`src/rtl/time_ring_core.sv`:
```
// Real-time clock core with an HH:MM:SS BCD counter, an alarm register and a timed ring output.
// A prescaler divides clk into 1 s ticks; the ring lasts RING_SEC ticks or ends on ring_stop.
module time_ring_core #(
  parameter int CLK_FREQ = 50_000_000,
  parameter int RING_SEC = 10
) (
  input  logic        clk,
  input  logic        rst_n,
  input  logic        en_clk,
  input  logic        clock_load,
  input  logic        ring_load,
  input  logic [15:0] data_in,
  input  logic        mode_ring,
  input  logic        mode_ring_ad,
  input  logic        ring_stop,
  output logic [15:0] data_out,
  output logic [7:0]  sec_out,
  output logic        ring
);

  localparam int             PW        = (CLK_FREQ > 1) ? $clog2(CLK_FREQ) : 1;
  localparam logic [PW-1:0]  PRESC_MAX = PW'(CLK_FREQ - 1);
  localparam logic [7:0]     RING_MAX  = 8'(RING_SEC);

  logic [PW-1:0] presc;
  logic [3:0]    ht, hu, mt, mu, st, su;
  logic [3:0]    ht_n, hu_n, mt_n, mu_n, st_n, su_n;
  logic [15:0]   alarm;
  logic [7:0]    ring_cnt;
  logic          data_ok, clk_ld, rng_ld, tick, adv, alarm_hit;

  function automatic logic bcd_hm_ok(input logic [15:0] d);
    return (d[15:12] <= 4'd2) && (d[11:8] <= 4'd9) && (d[7:4] <= 4'd5) &&
           (d[3:0] <= 4'd9) && !((d[15:12] == 4'd2) && (d[11:8] > 4'd3));
  endfunction

  assign data_ok = bcd_hm_ok(data_in);
  assign clk_ld  = clock_load & data_ok;
  assign rng_ld  = ring_load & data_ok;
  assign tick    = en_clk & (presc == PRESC_MAX);
  // A valid clock_load swallows a coincident tick, including its effect on the ring counter.
  assign adv     = tick & ~clk_ld;

  always_comb begin
    su_n = su; st_n = st; mu_n = mu; mt_n = mt; hu_n = hu; ht_n = ht;
    if (su != 4'd9) su_n = su + 4'd1;
    else begin
      su_n = 4'd0;
      if (st != 4'd5) st_n = st + 4'd1;
      else begin
        st_n = 4'd0;
        if (mu != 4'd9) mu_n = mu + 4'd1;
        else begin
          mu_n = 4'd0;
          if (mt != 4'd5) mt_n = mt + 4'd1;
          else begin
            mt_n = 4'd0;
            if ((ht == 4'd2) && (hu == 4'd3)) begin
              ht_n = 4'd0;
              hu_n = 4'd0;
            end else if (hu != 4'd9) hu_n = hu + 4'd1;
            else begin
              hu_n = 4'd0;
              ht_n = ht + 4'd1;
            end
          end
        end
      end
    end
  end

  assign alarm_hit = adv && ({st_n, su_n} == 8'h00) && ({ht_n, hu_n, mt_n, mu_n} == alarm);

  always_ff @(posedge clk or negedge rst_n) begin
    if (!rst_n) presc <= '0;
    else if (clk_ld) presc <= '0;
    else if (en_clk) presc <= tick ? '0 : presc + PW'(1);
  end

  always_ff @(posedge clk or negedge rst_n) begin
    if (!rst_n) begin
      {ht, hu, mt, mu, st, su} <= '0;
    end else if (clk_ld) begin
      {ht, hu, mt, mu} <= data_in;
      {st, su}         <= 8'h00;
    end else if (adv) begin
      {ht, hu, mt, mu, st, su} <= {ht_n, hu_n, mt_n, mu_n, st_n, su_n};
    end
  end

  always_ff @(posedge clk or negedge rst_n) begin
    if (!rst_n) begin
      alarm    <= 16'h0700;
      ring     <= 1'b0;
      ring_cnt <= '0;
    end else begin
      if (rng_ld) alarm <= data_in;
      if (rng_ld || ring_stop) begin
        ring     <= 1'b0;
        ring_cnt <= '0;
      end else if (alarm_hit) begin
        ring     <= 1'b1;
        ring_cnt <= '0;
      end else if (adv && ring) begin
        if (ring_cnt + 8'd1 == RING_MAX) begin
          ring     <= 1'b0;
          ring_cnt <= '0;
        end else begin
          ring_cnt <= ring_cnt + 8'd1;
        end
      end
    end
  end

  assign data_out = (mode_ring | mode_ring_ad) ? alarm : {ht, hu, mt, mu};
  assign sec_out  = {st, su};

endmodule

```
`config.mk`:
```
export PLATFORM = sky130hd
export DESIGN_NAME = time_ring_core
export DESIGN_NICKNAME = d
export VERILOG_FILES = /design/src/rtl/time_ring_core.sv
export SDC_FILE = /design/constraint.sdc
export NUM_CORES = 1
export LEC_CHECK = 0
export CAP_MARGIN = 20
export CORE_MARGIN = 10
export CORE_UTILIZATION = 60
export CTS_BUF_LIST = sky130_fd_sc_hd__clkbuf_4 sky130_fd_sc_hd__clkbuf_8
export CTS_CLUSTER_DIAMETER = 80
export CTS_CLUSTER_SIZE = 12
export DETAILED_ROUTE_END_ITERATION = 7
export PLACE_DENSITY = 0.86
export SYNTH_ARGS = -nofsm -noshare
export SYNTH_HDL_FRONTEND = slang
export SYNTH_SLANG_ARGS = --single-unit
export TNS_END_PERCENT = 5
```
`constraint.sdc`:
```
create_clock -name clk -period 4.1 [get_ports clk]
set_input_delay 0.82 -clock clk [delete_from_list [all_inputs] [get_ports clk]]
set_output_delay 0.82 -clock clk [all_outputs]
set_load 0.05 [all_outputs]
```
# Yosys cells after proc, flatten, opt, wreduce, memory -nomap -nowiden
# Cells that the tools add are included.
# classes
addsub,8
magnitude_cmp,5
n_eq_ne,11
muxes,46
bitwise,6
reduce_logical,17
# ops
cell,n
two-way mux 4 bit,34
two-way mux 26 bit,3
two-way mux 8 bit,4
adder 26 x 1 -> 26 bit (second input constant),1
equality test 26 bit (second input constant),1
adder 4 x 1 -> 4 bit (second input constant),6
equality test 16 bit,1
two-way mux 16 bit,1
equality test 4 x 2 -> 1 bit (second input constant),3
inequality test 4 bit (second input constant),3
logical AND 1 bit,9
adder 8 x 1 -> 8 bit (second input constant),1
equality test 8 x 4 -> 1 bit (second input constant),1
less-or-equal comparator 4 bit (second input constant),2
logical NOT 8 bit,1
inequality test 4 x 3 -> 1 bit (second input constant),2
nonzero test 3 bit,2
bitwise AND 1 bit,4
greater-than comparator 4 x 2 -> 1 bit (second input constant),1
less-or-equal comparator 4 x 2 -> 1 bit (second input constant),1
less-or-equal comparator 4 x 3 -> 1 bit (second input constant),1
two-way mux 1 bit,4
nonzero test 2 bit,2
AND reduction 2 bit,1
4 further kinds,4
# totals
regBits,75
word_cells,103

# Logic depth before layout (Yosys ltp)
# logic_depth
ltp_word,12
ltp_mapped,11
mapped_depth_nobuf,9

# Worst setup path after synthesis
# OpenSTA, ideal clock, no wires.
# synth_timing
path_type,flip-flop to flip-flop
startpoint,register st[2]
endpoint,register ring
setup_time_ns,0.078
t_arrival_ns,3.405
t_required_ns,4.022
path_slack_ns,0.617
path_stages_with_launch,11
synth_period_minus_slack_ns,3.483
cell_sequence,dfrtp_1 buf_2 or3b_1 clkbuf_1 or4_4 buf_6 or4_4 a221oi_2 nand4_1 or4_1 a21oi_1
# synth_via
elab_chain_cells,8
elab_cells_between_ends,21
cone_classes,add/sub (1); eq/ne (2); mux (12); reduce/logical (6)
# synth_lines
item,line,text
"start, declared",26,"logic [3:0] ht, hu, mt, mu, st, su;"
"start signal, assigned",87,"{ht, hu, mt, mu, st, su} <= {ht_n, hu_n, mt_n, mu_n, st_n, su_n};"
adder 4 x 1 -> 4 bit / inequality test 4 x 3 -> 1 bit (equally long branches),49,if (st != 4'd5) st_n = st + 4'd1;
two-way mux 4 bit,49,
two-way mux 4 bit,46,if (su != 4'd9) su_n = su + 4'd1;
logical NOT 8 bit,72,"assign alarm_hit = adv && ({st_n, su_n} == 8'h00) && ({ht_n, hu_n, mt_n, mu_n} == alarm);"
logical AND 1 bit,72,
logical AND 1 bit (*),72,
nonzero test 3 bit (no source line) / two-way mux 1 bit (equally long branches),n/a,
AND reduction 2 bit (no source line) / two-way mux 1 bit (equally long branches),n/a,
"end signal, assigned",94,ring <= 1'b0;
"end signal, assigned",99,ring <= 1'b0;
"end signal, assigned",102,ring <= 1'b1;
"end, declared",18,output logic ring
# Every way passes the cells marked *; elsewhere a longest branch is shown, timed or not.
# A chain may end at the register's enable or synchronous reset.

# Worst setup path after layout
# layout_timing
startpoint,input port mode_ring_ad
endpoint,output port data_out[4]
# layout_via
elab_chain_cells,2
# layout_lines
item,line,text
"start, declared",14,"input logic mode_ring_ad,"
bitwise OR 1 bit,115,"assign data_out = (mode_ring | mode_ring_ad) ? alarm : {ht, hu, mt, mu};"
two-way mux 16 bit,115,
"end, declared",16,"output logic [15:0] data_out,"
# No other way between the ends.

==> flow_metrics.py <==
metrics = {
    "logic_synthesis": {
        "ys_ff_latch": 75,
        "yosysWarnings": 0,
        "synth_compound_gate_area_share_pct": 13.5,
        "synth_fa_ha_area_share_pct": 2.76,
        "synthesis.instances": 568,
        "netlist-cell-type-count": 65,
        "async_reset_ff_share_pct": 100,
        "syn_area_per_cell_um2": 8.78,
        "synth.net_count": 603,
        "number_of_flops_mapped_to_enable_cells_by_yosys": 0,
        "synth_sequential_area_ratio_pct": 37.7,
        "synth.mux.area_fraction_pct": 7.63,
        "postSynth.topFlopCell": "sky130_fd_sc_hd__dfrtp_1",
        "synth_top_family_by_area": "simple AND/OR/NAND/NOR gates",
        "post_synth_instance_area_um2": 4990,
        "synth_xor_xnor_area_share_pct": 6.67,
        "yosys.area_share.simple_pct": 27.6,
    },
    "die": {
        "floorplan.core_area_um2": 8130,
        "floorplan.die_area_um2": 12400,
        "ios": 49,
        "rows": 33,
        "initial_utilization_pct": 61.3,
        "die_h_um": 111,
        "die_w_um": 111,
    },
    "grt": {
        "globalRoute.totalOverflow": 0,
        "grt_first_pass_wirelength_um": 21800,
        "global_route.usage.total_pct": 20.9,
        "grt_pass1_vias": 4404,
        "grt_start_max_net_pins": 76,
        "grt_antenna_before_repair": 0,
    },
    "power_and_ir_drop": {
        "total_power_uw": 2150,
        "worst_ir_drop_vdd_v": 0.000249,
        "power-per-cell-area_nw_per_um2": 378,
        "p_leak_uw": 0.00238,
    },
    "clock_tree": {
        "clock_sinks": 75,
        "ctsHtreeMaxLevel": 3,
        "path_clk_slew_ps": 80,
        "cts_buffers": 9,
        "hold_buffers_post_cts": 0,
        "cts_root_buf": "sky130_fd_sc_hd__clkbuf_8",
        "post_cts.repair.setup_buffers": 0,
        "max-clock-path-buffers": 2,
        "cts_tree": "done",
        "cts.repair.resized": 0,
        "clock_latency_late_sink_ps": 370,
    },
    "place": {
        "place_ws_ps": 334,
        "routability_congestion_estimate": 0.909,
        "place_inst": 700,
        "port_buffers": 48,
        "place_hpwl_um": 9440,
    },
    "setup_path": {
        "worstPathCellList": "clkdlybuf4s50_1 -> nor2_1 -> mux2_2 -> clkdlybuf4s50_1",
        "timing.critical_path.to_type": "output pin",
        "slowest_delay_ps": 710,
        "worstSetupStartpointType": "primary input",
        "worst-endpoint-arrival_ps": 2870,
        "worst-setup-path-type": "in -> out",
        "worst-path-max-fanout": 7,
        "critPathSlowestCell": "sky130_fd_sc_hd__clkdlybuf4s50_1",
        "crit_family": "buffers and inverters",
        "crit_path_frequent_cell": "sky130_fd_sc_hd__clkdlybuf4s50_1",
        "crit_required_ps": 3280,
        "path_buf_inv": 2,
    },
    "timing": {
        "fin_tns_setup_ps": 0,
        "tightestPinTransition_ps": 961,
        "finalMaxSlewViolations": 0,
        "timing.max_slew.rel_slack_pct": 35.9,
        "timing.final.hold_violations": 0,
        "timing.final.crit_share_pct": 89.9,
        "highest_clock_rate_mhz": 271,
        "finClkSkew_ps": 14.2,
        "rsz0062_at_grt": "no",
        "worst_slack_ps": 412,
        "post-route-min-period_ps": 3690,
        "report.final.setup_viol": 0,
    },
    "final_layout": {
        "antenna_cells_inserted": 0,
        "area_delta_synth_final_pct": 14.3,
        "final_net_count": 641,
        "fill_cell_count": 634,
        "layout-drive-gt1-share_pct": 13.6,
        "mostFrequentLayoutCell": "sky130_fd_sc_hd__dfrtp_1",
        "count_of_placed_standard_cells_in_the_final_layout_fillers_left_out": 716,
        "layout_common_cells": "72 x sky130_fd_sc_hd__dfrtp_1, 59 x sky130_fd_sc_hd__nand2_1, 49 x sky130_fd_sc_hd__nor2_1, 35 x sky130_fd_sc_hd__clkdlybuf4s50_1, 32 x sky130_fd_sc_hd__o21ai_0",
    },
    "routing": {
        "drtAntennaViolNets": 0,
        "wl_per_cell_um": 18.4,
        "total_wirelength_of_the_detailed_routed_design_um": 13100,
        "number_of_remaining_drc_errors": 0,
        "vias": 4485,
        "detail_route.first_pass.iterations": 5,
        "detailedRoute.firstIterationViolations": 302,
        "via_per_inst": 6.26,
    },
    "outcome": {
        "run_status": "finished, final reports clean",
    },
    "worst_hold_path": {
        "hold_class": "reg -> reg",
    },
    "run": {
        "drv.max_cap_violation_count": 0,
    },
}
-- cell usage after synthesis, drive strengths merged, types with 2 or more instances --
cell type	instances	area (um2)
a311oi	4	35.0
a2111o	2	22.5
o32ai	2	17.5
o211ai	5	37.5
clkbuf	23	86.3
a22oi	2	15.0
nor4b	3	26.3
dfrtp	72	1800
nor2b	6	37.5
o21ai	32	160
mux2	24	270
or2	4	25.0
nand3	26	130
a211oi	4	30.0
nor4bb	3	30.0
o21a	3	22.5
nor2	49	184
o22ai	3	18.8
buf	9	58.8
and4	3	26.3
nor3	25	125
and2	4	25.0
or3	3	18.8
nand4b	3	26.3
mux2i	11	110
inv	17	63.8
and3b	4	36.3
nand3b	3	22.5
nand2b	4	25.0
nand2	59	221
nor4	10	77.6
or4	5	45.0
a31oi	8	50.1
dfstp	3	78.8
ha	11	138
o31ai	3	22.5
a21oi	26	130
nand4	11	68.8
nor3b	7	52.6
xor2	28	245
or3b	4	37.5
and3	15	93.8
xnor2	10	87.6
-- through the flow --
step	area, um2	util [%]	hold WS, ps
2_1_floorplan	4990	-	475
3_3_place_gp	5500	67.7	514
3_5_place_dp	5500	67.7	517
4_1_cts	5700	70.1	532
5_1_grt	5700	70.1	569
6_report	5700	70.1	537
-- worst register-to-register path: cells and delay by family (launching register included) --
family                   cells  cell delay (ps)
AO/OA/AOI/OAI                1              260
flip-flops                   1              520
adder cells (fa/ha/maj)      1              240
AND/OR/NAND/NOR              6             2330
-- logic make-up after synthesis --
| family | count (synthesis) |
|---|---|
| AND/OR/NAND/NOR | 255 |
| adder cells (fa/ha/maj) | 11 |
| AO/OA/AOI/OAI | 105 |
| multiplexers | 35 |
| flip-flops | 75 |
| buffers and inverters | 49 |
| XOR/XNOR | 38 |
-- worst paths after layout --
| check | from | to | slack [ps] | cells past startpoint |
|---|---|---|---|---|
| setup / recovery | mode_ring_ad | data_out[4] | 410 | 4 |
| hold / removal | presc[15] | presc[15] | 540 | 1 |
| setup reg to reg | mu[0] | ring_cnt[5] | 620 | 8 |
| hold reg to reg | presc[15] | presc[15] | 540 | 1 |
| max in group asynchronous | rst_n | st[0] | 2880 | 1 |
| min in group asynchronous | rst_n | alarm[14] | 600 | 1 |
-- registers in the layout, summed over array words and instances (netlist names) --
name,count
alarm,16
ht,4
hu,4
mt,4
mu,4
presc,26
ring,1
ring_cnt,8
st,4
su,4
-- power by group --
part	total, uW	internal (uW)	leakage [uW]	switching, uW
combinational	611	248	0.00130	363
clock	586	289	0.000100	297
sequential	957	830	0.000984	127
-- area by class of cell --
| cell class | count | area [um2] | share of cell area, % |
|---|---|---|---|
| Multi-Input combinational cell | 444 | 2900 | 50.8 |
| Sequential cell | 75 | 1880 | 33.0 |
| Timing Repair Buffer | 59 | 531 | 9.31 |
| Clock buffer | 10 | 131 | 2.30 |
| Tap cell | 105 | 131 | 2.30 |
| Clock inverter | 6 | 65.1 | 1.14 |
| Inverter | 17 | 63.8 | 1.12 |
-- layer usage --
layer	track usage, %	share of wire [%]	vias to the layer above
li1	-	-	2133
met1	27.6	45	2184
met2	32.7	47	143
met3	4.87	6.3	25
met4	7.11	2.0	0
met5	0	0	-
Note: power is estimated with default switching activity, not from simulation.
